==> src/rtl/call_stack_pkg.sv <==
// Shared CPU constants for the subroutine return path and the stack operation encoding.
package call_stack_pkg;

  localparam int PC_WIDTH  = 10;
  localparam int RAS_DEPTH = 8;

  // Encoding of {push, pop} as seen by the return-address stack.
  typedef enum logic [1:0] {
    OP_HOLD = 2'b00,
    OP_POP  = 2'b01,
    OP_PUSH = 2'b10,
    OP_REPL = 2'b11
  } stack_op_e;

endpackage

==> src/rtl/call_stack.sv <==
// Return-address stack: synchronous LIFO with occupancy, full/empty and sticky error flags.
// Top-of-stack is combinational from registered state only.
module call_stack
  import call_stack_pkg::*;
#(
  parameter int WIDTH = PC_WIDTH,
  parameter int DEPTH = RAS_DEPTH,
  parameter int CW    = $clog2(DEPTH + 1)
) (
  input  logic             clk,
  input  logic             reset,
  input  logic             push,
  input  logic             pop,
  input  logic [WIDTH-1:0] din,
  input  logic             clr_err,
  output logic [WIDTH-1:0] top,
  output logic [CW-1:0]    count,
  output logic             empty,
  output logic             full,
  output logic             overflow,
  output logic             underflow
);

  localparam int AW = (DEPTH > 1) ? $clog2(DEPTH) : 1;

  logic [WIDTH-1:0] mem [DEPTH];
  logic [CW-1:0]    sp;
  logic [CW-1:0]    sp_next;
  logic [AW-1:0]    top_idx;
  logic [AW-1:0]    wr_idx;
  logic             wr_en;
  logic             ovf_set;
  logic             unf_set;
  stack_op_e        op;

  assign op      = stack_op_e'({push, pop});
  assign empty   = (sp == '0);
  assign full    = (sp == CW'(DEPTH));
  assign count   = sp;
  assign top_idx = AW'(sp - CW'(1));
  assign top     = empty ? '0 : mem[top_idx];

  always_comb begin
    sp_next = sp;
    wr_en   = 1'b0;
    wr_idx  = AW'(sp);
    ovf_set = 1'b0;
    unf_set = 1'b0;
    case (op)
      OP_PUSH: begin
        if (full) begin
          ovf_set = 1'b1;
        end else begin
          wr_en   = 1'b1;
          sp_next = sp + CW'(1);
        end
      end
      OP_POP: begin
        if (empty) unf_set = 1'b1;
        else       sp_next = sp - CW'(1);
      end
      OP_REPL: begin
        // Call and return together: overwrite the top; on empty it degenerates to a push.
        wr_en = 1'b1;
        if (empty) begin
          unf_set = 1'b1;
          sp_next = CW'(1);
        end else begin
          wr_idx = top_idx;
        end
      end
      default: ;
    endcase
  end

  // Storage is never cleared, but writes are blocked while reset is asserted.
  always_ff @(posedge clk or posedge reset) begin
    if (reset) begin
      sp        <= '0;
      overflow  <= 1'b0;
      underflow <= 1'b0;
    end else begin
      sp        <= sp_next;
      overflow  <= ovf_set | (overflow & ~clr_err);
      underflow <= unf_set | (underflow & ~clr_err);
      if (wr_en) mem[wr_idx] <= din;
    end
  end

endmodule

==> config.mk <==
export PLATFORM = sky130hd
export DESIGN_NAME = call_stack
export DESIGN_NICKNAME = d
export VERILOG_FILES = /design/src/rtl/call_stack_pkg.sv /design/src/rtl/call_stack.sv
export SDC_FILE = /design/constraint.sdc
export NUM_CORES = 1
export LEC_CHECK = 0
export ABC_AREA = 1
export BUFFER_PORTS_ARGS = -buffer_cell sky130_fd_sc_hd__buf_2
export CAP_MARGIN = 5
export CELL_PAD_IN_SITES_DETAIL_PLACEMENT = 0
export CELL_PAD_IN_SITES_GLOBAL_PLACEMENT = 1
export CORE_MARGIN = 2
export CORE_UTILIZATION = 50
export CTS_CLUSTER_DIAMETER = 60
export CTS_CLUSTER_SIZE = 8
export DETAILED_ROUTE_END_ITERATION = 7
export GPL_TIMING_DRIVEN = 1
export PLACE_DENSITY = 0.95
export SLEW_MARGIN = 30
export SYNTH_ARGS = -nofsm -noshare
export SYNTH_HDL_FRONTEND = slang
export SYNTH_SLANG_ARGS = --single-unit
==> constraint.sdc <==
create_clock -name clk -period 4.7 [get_ports clk]
set_clock_uncertainty 0.1 [all_clocks]
set_input_delay 0.94 -clock clk [delete_from_list [all_inputs] [get_ports clk]]
set_output_delay 0.94 -clock clk [all_outputs]
set_load 0.02 [all_outputs]
==> results of run 1 <==
final cells by class:
class,instances,area (sq um),area share
multi-input cells,256,1150,0.265
clock buffers,10,128,0.0293
flip-flops and latches,86,2550,0.586
inverters,45,174,0.0399
repair buffers,34,175,0.0402
clock inverters,6,47.5,0.0109
well taps,102,128,0.0293
stage by stage:
| stage | hold slack, ns | instance area [sq um] |
|---|---|---|
| floorplan | 0.506 | 3980 |
| global placement | 0.418 | 4170 |
| detailed placement | 0.430 | 4180 |
| CTS | 0.419 | 4350 |
| global route | 0.423 | 4360 |
| finish | 0.418 | 4360 |
worst reg2reg max path, delay by kind of cell, from the launching register on:
| family | cells | cell delay [ns] |
|---|---|---|
| flip-flops | 1 | 0.53 |
| adder cells (fa/ha/maj) | 1 | 0.30 |
| AND/OR/NAND/NOR | 4 | 1.07 |
| buffers and inverters | 2 | 0.48 |
state kept, by name, summed over array words and instances, names as in the netlist:
name       flops
overflow       1
underflow      1
mem           80
count          4
worst max path at each step:
stage,from,to
after global routing,count[0],top[0]
after global placement,count[0],top[0]
after CTS,count[0],top[4]
after floorplan,count[0],top[0]
after detailed placement,count[0],top[4]
final,count[0],top[0]
power by group through the flow:
stage	clock, uW	sequential, uW	combinational (uW)
after floorplan	0	992	1200
after global placement	0	984	1520
after detailed placement	0	987	1560
after CTS	458	969	1560
after global routing	494	977	1760
final	451	969	1550
cells in the final DEF, fill, tap and decap left out:
cell and count:
nand2_1 94, nor2_1 85, edfxtp_1 80, inv_1 40, buf_2 32, nand3_1 22, o21ai_0 15, o21ai_1 10
clkbuf_8 9, nand3_2 8, nor2_2 7, nand2_2 6, dfrtp_1 5, inv_2 3, clkinv_4 3, inv_4 2
nand2_4 2, ha_1 2, buf_4 2, nor2_4 1, xnor2_1 1, a21oi_1 1, o22ai_1 1, nand4_1 1
inv_6 1, clkinv_2 1, clkbuf_1 1, clkinvlp_4 1, dfrtp_2 1
per-layer routing:
metal | up-vias | wire (microns) | GRT usage
li1 | 1360 | - | -
met1 | 1229 | 3270 | 0.249
met2 | 65 | 3710 | 0.314
met3 | 12 | 361 | 0.0314
met4 | 0 | 129 | 0.0895
met5 | - | 0 | 0
cell families (layout without fill, tap and decap cells):
| group | after synthesis | in the layout | share of synthesized area |
|---|---|---|---|
| AND/OR/NAND/NOR | 226 | 226 | 0.243 |
| flip-flops | 86 | 86 | 0.642 |
| buffers and inverters | 63 | 95 | 0.0727 |
| AO/OA/AOI/OAI | 27 | 27 | 0.0343 |
| adder cells (fa/ha/maj) | 2 | 2 | 0.00629 |
| XOR/XNOR | 1 | 1 | 0.00220 |
==> results.toml, run 1 <==
[sta]
fin_crit_sh = 0.734
hold_violations = 0
tns_ns = 0
tightest_slew_ns = 0.959
slew_headroom = 0.358
finalSetupViolCount = 0
rsz0062_at_grt = "no"
fin_crit_ns = 3.45
drv_slew = 0
setup_slack_ns = 1.25
fmax_mhz = 290

[worst_setup_path]
rr_startpoint = "count[1]"
worstPathCellList = "inv_4 -> ha_1 -> inv_1 -> nand2_1 -> nand2_2 -> inv_2 -> nor2_1 -> nor2_1 -> buf_2"
worst_path_dominant_cell_family = "buffers and inverters"
crit_fanout = 35
cp_common_cell = "nor2_1"
crit_path_max_incr_delay_ns = 0.43
cp-start-kind = "flop"
reg2reg_slack_ns = 1.85
r2r_cells = 7
path_depth = 9
crit_type = "flop to primary output"
endpoint_kind = "primary output"
critical_path_arrival_ns = 2.41
path_buf_inv = 4
crit_required_ns = 3.66
slowest_stage = "dfrtp_2"
r2r-end = "mem[5][3]"

[clock_tree]
clk_pin_slew_worst_paths_ns = 0.08
cts_buffers = 9
clockBufferDepth = 2
htree_levels = 3
clock-sinks = 86
clk_latency_ns = 0.34
ctsHoldBuffers = 0
cts-root-buf = "clkbuf_8"
post_cts_buffers = 0
ctsResizeCount = 0
cts_tree = "done"

[synth]
synth_warnings = 0
synth_area_leaders = "edfxtp_1 (60%), nand2_1 (8.9%), nor2_1 (8.7%)"
synth_cells = 405
syn_area_sq_mm = 0.00398
synth-edff-count = 80
async_flop_share = 0.0698
avgSynthCellArea_sq_um = 9.82
ys_ff_latch = 86
ys_seq_area_frac = 0.642
yosysMostFrequentCell = "nand2_1"
synth_nets = 422
yosysTopAreaCellShare = 0.604
yosys-top-cells-count = "nand2_1 (94), nor2_1 (92), edfxtp_1 (80)"
synth_ff_type = "edfxtp_1"
yosysTopAreaCell = "edfxtp_1"
ys_types = 23

[global_routing]
grt_pass1_vias = 2603
grt.total_usage = 0.191
grt_max_degree = 57
grt_pass1_wl_microns = 12500
grt-ovfl-total = 0
grt_antenna_before_repair = 0

[die]
core-area_sq_mm = 0.00773
die-area_sq_mm = 0.00868
initial_core_util = 0.515
ios = 33
fp.dieH_microns = 93.2
row_count = 32
die_w_microns = 93.2

[cells_and_area]
nets = 449
layout-area-overhead-vs-synth_pct = 9.59
fill_cells = 655
layoutNonFillerInstCount = 539
layout-drive-gt1-share = 0.181
diodes = 0
fin_util = 0.564

[power_and_ir_drop]
leakage_uw = 0.00185
switching_share = 0.462
internal_power_uw = 1600
combPwrFrac = 0.522
p_switching_uw = 1370
clockPowerShare = 0.152
power_uw = 2970
ir_drop_mv = 0.476
seqPwrFrac = 0.326
powerDensity_mw_per_mm2 = 681

[placement]
io_buffer_count = 32
dp_hpwl_microns = 4660
place_inst = 523
dp_slack_ns = 1.60
gp_congestion = 0.774

[routing]
drt_wl_total_microns = 7470
first_pass_iters = 4
ant_nets = 0
vias = 2666
drt_iter0_drc = 217
wl_per_cell_microns = 13.9
post-route-drc-count = 0
via_per_inst = 4.95

[hold_path]
hold_path_class = "primary input to async pin"

[run]
maxCapViolCount = 0

[run_status]
status = "finished clean"
No activity file was read; power rests on OpenSTA's default activity.
==> inputs of run 2 (changes only) <==
--- a/config.mk
+++ b/config.mk
@@ -11,12 +11,12 @@
 export CELL_PAD_IN_SITES_DETAIL_PLACEMENT = 0
 export CELL_PAD_IN_SITES_GLOBAL_PLACEMENT = 1
 export CORE_MARGIN = 2
-export CORE_UTILIZATION = 50
+export CORE_UTILIZATION = 42
 export CTS_CLUSTER_DIAMETER = 60
 export CTS_CLUSTER_SIZE = 8
 export DETAILED_ROUTE_END_ITERATION = 7
 export GPL_TIMING_DRIVEN = 1
-export PLACE_DENSITY = 0.95
+export PLACE_DENSITY = 0.87
 export SLEW_MARGIN = 30
 export SYNTH_ARGS = -nofsm -noshare
 export SYNTH_HDL_FRONTEND = slang
==> constraint.sdc (replaced) <==
create_clock -name clk -period 3.1 [get_ports clk]
set_clock_uncertainty 0.1 [all_clocks]
set_input_delay 0.62 -clock clk [delete_from_list [all_inputs] [get_ports clk]]
set_output_delay 0.62 -clock clk [all_outputs]
set_load 0.02 [all_outputs]
==> run 2 against run 1 <==
Effect of this change: critical path depth is the same; cell area rose by 2.7%; power is 55% higher; cell count rose by 4.6%; non-clock buffer count is 15 higher.
==> results.toml, run 2 (synthesized netlist as in run 1, its figures left out) <==
[sta]
rsz0062_at_grt = "no"
fmax_mhz = 349
setup_slack_ns = 0.236
drv_slew = 0
tns_ns = 0
finalSetupViolCount = 0
hold_violations = 0
slew_headroom = 0.613
tightest_slew_ns = 0.581
fin_crit_sh = 0.924
fin_crit_ns = 2.86

[cells_and_area]
final_common_cell = "nand2_1"
layout-drive-gt1-share = 0.201
top_register = "mem"
largest_reg_flops = 80
layoutNonFillerInstCount = 564
layout-area-overhead-vs-synth_pct = 12.6
layout_common_cells = "nand2_1 (94), nor2_1 (92), edfxtp_1 (80)"
fin_area_sq_mm = 0.00448
fill_cells = 850
nets = 465
diodes = 0

[clock_tree]
clockBufferDepth = 2
ctsResizeCount = 0
ctsHoldBuffers = 0
post_cts_buffers = 0
clock-sinks = 86
clk_pin_slew_worst_paths_ns = 0.08
htree_levels = 3
clk_latency_ns = 0.34
cts_buffers = 9
cts-root-buf = "clkbuf_8"
cts_tree = "done"

[hold_path]
hold_path_class = "primary input to async pin"

[power_and_ir_drop]
leakage_uw = 0.00191
powerDensity_mw_per_mm2 = 1030
switching_share = 0.462
ir_drop_mv = 0.331
combPwrFrac = 0.533
p_switching_uw = 2130
clockPowerShare = 0.150
seqPwrFrac = 0.318
power_uw = 4610
internal_power_uw = 2480

[global_routing]
grt_pass1_vias = 2465
grt-ovfl-total = 0
grt.total_usage = 0.165
grt_max_degree = 57
grt_antenna_before_repair = 0
grt_pass1_wl_microns = 12600

[run_status]
status = "finished clean"

[die]
row_count = 35
ios = 33
die_w_microns = 101
core-area_sq_mm = 0.00920
die-area_sq_mm = 0.0103
initial_core_util = 0.433
fp.dieH_microns = 101

[routing]
via_per_inst = 4.81
post-route-drc-count = 0
drt_wl_total_microns = 8190
vias = 2713
ant_nets = 0
drt_iter0_drc = 200
first_pass_iters = 4
wl_per_cell_microns = 14.5

[placement]
gp_congestion = 0.802
dp_hpwl_microns = 5310
dp_slack_ns = 0.539
placedInstanceArea_sq_mm = 0.00429
io_buffer_count = 32
place_inst = 547

[worst_setup_path]
critical_path_arrival_ns = 2.14
crit_fanout = 8
r2r_cells = 9
crit_required_ns = 2.38
endpoint_kind = "primary output"
crit_path_max_incr_delay_ns = 0.44
cp_common_cell = "nor2_1"
cp-start-kind = "flop"
crit_type = "flop to primary output"
slowest_stage = "dfrtp_2"
worstPathCellList = "inv_1 -> ha_2 -> clkinvlp_4 -> nor2_1 -> o21ai_1 -> nand2_1 -> nor2_1 -> nor2_1 -> buf_2"

[run]
maxCapViolCount = 0
run 2: cell count changes in the layout (fill, tap and decap cells not counted), moves of 2 or more:
cell / previous run / this run
nor2_2: 7 / 0
nor2_1: 85 / 92
clkinvlp_4: 1 / 5
buf_4: 2 / 17
clkinv_4: 3 / 1
run 2: cell type report:
cell class / count / area (sq um) / area share
clock inverter: 7 / 48.8 / 0.0109
tap: 111 / 139 / 0.0310
clock buffer: 9 / 124 / 0.0277
multi-input combinational: 256 / 1140 / 0.254
inverter: 45 / 178 / 0.0397
timing repair buffer: 49 / 288 / 0.0643
sequential: 86 / 2550 / 0.571
timing repair inverter: 1 / 7.51 / 0.00168
run 2: power groups by stage:
stage                     clock (uW)  combinational (uW)  sequential (uW)
after floorplan                    0                1820             1500
after global placement             0                2390             1490
after detailed placement           0                2420             1490
after CTS                        701                2430             1460
after global routing             747                2760             1480
final                            690                2460             1470
run 2: per-stage QoR:
stage                util  hold WS [ns]
global route        0.487        0.0904
floorplan               -         0.311
detailed placement  0.467         0.433
global placement    0.467         0.408
finish              0.487        0.0844
CTS                 0.485        0.0822
run 2: path summary, 6_finish.rpt:
check | end | from | slack, ns
max | top[5] | count[1] | 0.24
min | count[2] | reset | 0.08
max reg2reg | mem[2][4] | count[1] | 0.78
min reg2reg | overflow | overflow | 0.44
max in group asynchronous | count[0] | reset | 2.60
min in group clk | underflow | clr_err | 0.38
run 2: routing by layer:
| metal | GRT usage | vias to the layer above | routed length [microns] |
|---|---|---|---|
| met4 | 0.0582 | 0 | 140 |
| met5 | 0 | - | 0 |
| li1 | - | 1386 | - |
| met3 | 0.0386 | 10 | 381 |
| met1 | 0.216 | 1260 | 3540 |
| met2 | 0.273 | 57 | 4130 |
run 2: worst max-delay path: cells and delay by family (launching register included):
| kind | cells | cell delay (ns) |
|---|---|---|
| simple gates | 4 | 0.38 |
| fa+ha+maj | 1 | 0.43 |
| flops | 1 | 0.44 |
| compound gates | 1 | 0.08 |
| buf+inv | 3 | 0.47 |
==> inputs of run 3 (changes only) <==
--- a/config.mk
+++ b/config.mk
@@ -11,12 +11,12 @@
 export CELL_PAD_IN_SITES_DETAIL_PLACEMENT = 0
 export CELL_PAD_IN_SITES_GLOBAL_PLACEMENT = 1
 export CORE_MARGIN = 2
-export CORE_UTILIZATION = 42
+export CORE_UTILIZATION = 46
 export CTS_CLUSTER_DIAMETER = 60
 export CTS_CLUSTER_SIZE = 8
 export DETAILED_ROUTE_END_ITERATION = 7
 export GPL_TIMING_DRIVEN = 1
-export PLACE_DENSITY = 0.87
+export PLACE_DENSITY = 0.9
 export SLEW_MARGIN = 30
 export SYNTH_ARGS = -nofsm -noshare
 export SYNTH_HDL_FRONTEND = slang
==> constraint.sdc (replaced) <==
create_clock -name clk -period 2.85 [get_ports clk]
set_clock_uncertainty 0.1 [all_clocks]
set_input_delay 0.57 -clock clk [delete_from_list [all_inputs] [get_ports clk]]
set_output_delay 0.57 -clock clk [all_outputs]
set_load 0.02 [all_outputs]
==> run 3 against run 2 <==
Effect of this change: setup slack worse by 0.028 ns; first-iteration DRC count is 6.0% lower; count of clock-buffer cells in the layout is 1 higher; register-to-register slack worse by 0.09 ns; cell count is 0.71% lower; die area is 8.4% lower; sequential power is 8% higher; wire length is 1.2% lower; sequential share of layout area is 0.94 points lower; critical path depth stayed put.
==> results.toml, run 3 (synthesized netlist as in run 1, its figures left out) <==
[cells_and_area]
nets = 467
largest_reg_flops = 80
layout_common_cells = "nand2_1 (94), nor2_1 (92), edfxtp_1 (80)"
layout-drive-gt1-share = 0.204
fin_area_sq_mm = 0.00455
diodes = 0
fill_cells = 713
layout-area-overhead-vs-synth_pct = 14.5
final_common_cell = "nand2_1"
fin_util = 0.549
top_register = "mem"
register_area_sq_mm = 0.00255
layoutNonFillerInstCount = 560
multiInputGateArea_sq_mm = 0.00115

[placement]
placedInstanceArea_sq_mm = 0.00428
dp_hpwl_microns = 5280
gp_congestion = 0.784
dp_slack_ns = 0.351
place_inst = 541
io_buffer_count = 32

[routing]
drt_wl_total_microns = 8100
wl_per_cell_microns = 14.5
vias = 2726
drt_iter0_drc = 188
first_pass_iters = 4
via_per_inst = 4.87
post-route-drc-count = 0
ant_nets = 0

[global_routing]
grt_pass1_wl_microns = 13000
grt_antenna_before_repair = 1
grt_pass1_vias = 2511
grt_max_degree = 57
grt-ovfl-total = 0
grt.total_usage = 0.177

[clock_tree]
ctsHoldBuffers = 0
cts_buffers = 9
clock-sinks = 86
cts_tree = "done"
htree_levels = 3
clk_latency_ns = 0.34
clk_pin_slew_worst_paths_ns = 0.08
cts-root-buf = "clkbuf_8"
clockBufferDepth = 2

[sta]
tightest_slew_ns = 0.557
setup_slack_ns = 0.208
finalSetupViolCount = 0
fmax_mhz = 378
drv_slew = 0
fin_crit_sh = 0.927
rsz0062_at_grt = "no"
hold_violations = 0
fin_crit_ns = 2.64
slew_headroom = 0.629
tns_ns = 0

[worst_setup_path]
cp-start-kind = "flop"
crit_required_ns = 2.18
crit_fanout = 6
critical_path_arrival_ns = 1.97
endpoint_kind = "primary output"
crit_type = "flop to primary output"

[run]
maxCapViolCount = 0

[die]
die_w_microns = 97.0
die-area_sq_mm = 0.00941
initial_core_util = 0.479
fp.dieH_microns = 97.0
ios = 33
core-area_sq_mm = 0.00830
row_count = 33

[power_and_ir_drop]
combPwrFrac = 0.521
seqPwrFrac = 0.303
leakage_uw = 0.00195
p_switching_uw = 2320
switching_share = 0.442
clockPowerShare = 0.177
ir_drop_mv = 0.593
powerDensity_mw_per_mm2 = 1160
internal_power_uw = 2940

[hold_path]
hold_path_class = "primary input to async pin"

[run_status]
status = "finished clean"
-- run 3: area by class of cell --
type / count / area share
flip-flops and latches: 86 / 0.561
multi-input cells: 256 / 0.252
repair buffers: 51 / 0.0673
inverters: 45 / 0.0401
well taps: 105 / 0.0289
clock buffers: 10 / 0.0280
clock inverters: 6 / 0.0206
repair inverters: 1 / 0.00165
-- run 3: metal layers --
layer  GRT usage  share of wire  wire (microns)
met5           0         0.0011               9
met4      0.0607          0.014             112
met3      0.0332          0.037             300
met2       0.295           0.50            4070
met1       0.233           0.45            3610
-- run 3: stage by stage --
step	power, uW	hold slack [ns]
floorplan	3620	0.261
global placement	4220	0.418
detailed placement	4250	0.412
CTS	5190	0.0341
global route	5670	0.0489
finish	5260	0.0385
-- run 3: timing repair --
action                     in CTS  in global routing
buffers inserted                0                  2
cloned                          0                  1
resized for setup               1                  7
setup endpoints to repair      10                 10
-- run 3: power groups by stage --
stage                     registers, uW  clock network [uW]  logic, uW
after CTS                          1590                 946       2650
after detailed placement           1620                   0       2630
after global routing               1610                1010       3050
after global placement             1620                   0       2600
after floorplan                    1640                   0       1980
final                              1590                 929       2740
-- run 3: worst max-delay path, cell delays in order, from the launching register on --
cell and delay [ns]:
dfrtp_2 0.42, inv_1 0.10, ha_4 0.32, clkinvlp_4 0.17
nor2_1 0.12, o21ai_0 0.08, nand2_1 0.08, nor2_1 0.04
nor2_1 0.11, buf_2 0.18
-- run 3: worst paths after layout --
path,cells after the start,slack [ns],endpoint,from
setup / recovery,9,0.21,top[0],count[1]
hold / removal,2,0.04,count[3],reset
setup reg to reg,9,0.69,mem[7][1],count[2]
hold reg to reg,2,0.43,overflow,overflow
max in group asynchronous,2,2.40,count[1],reset
min in group clk,2,0.31,underflow,clr_err
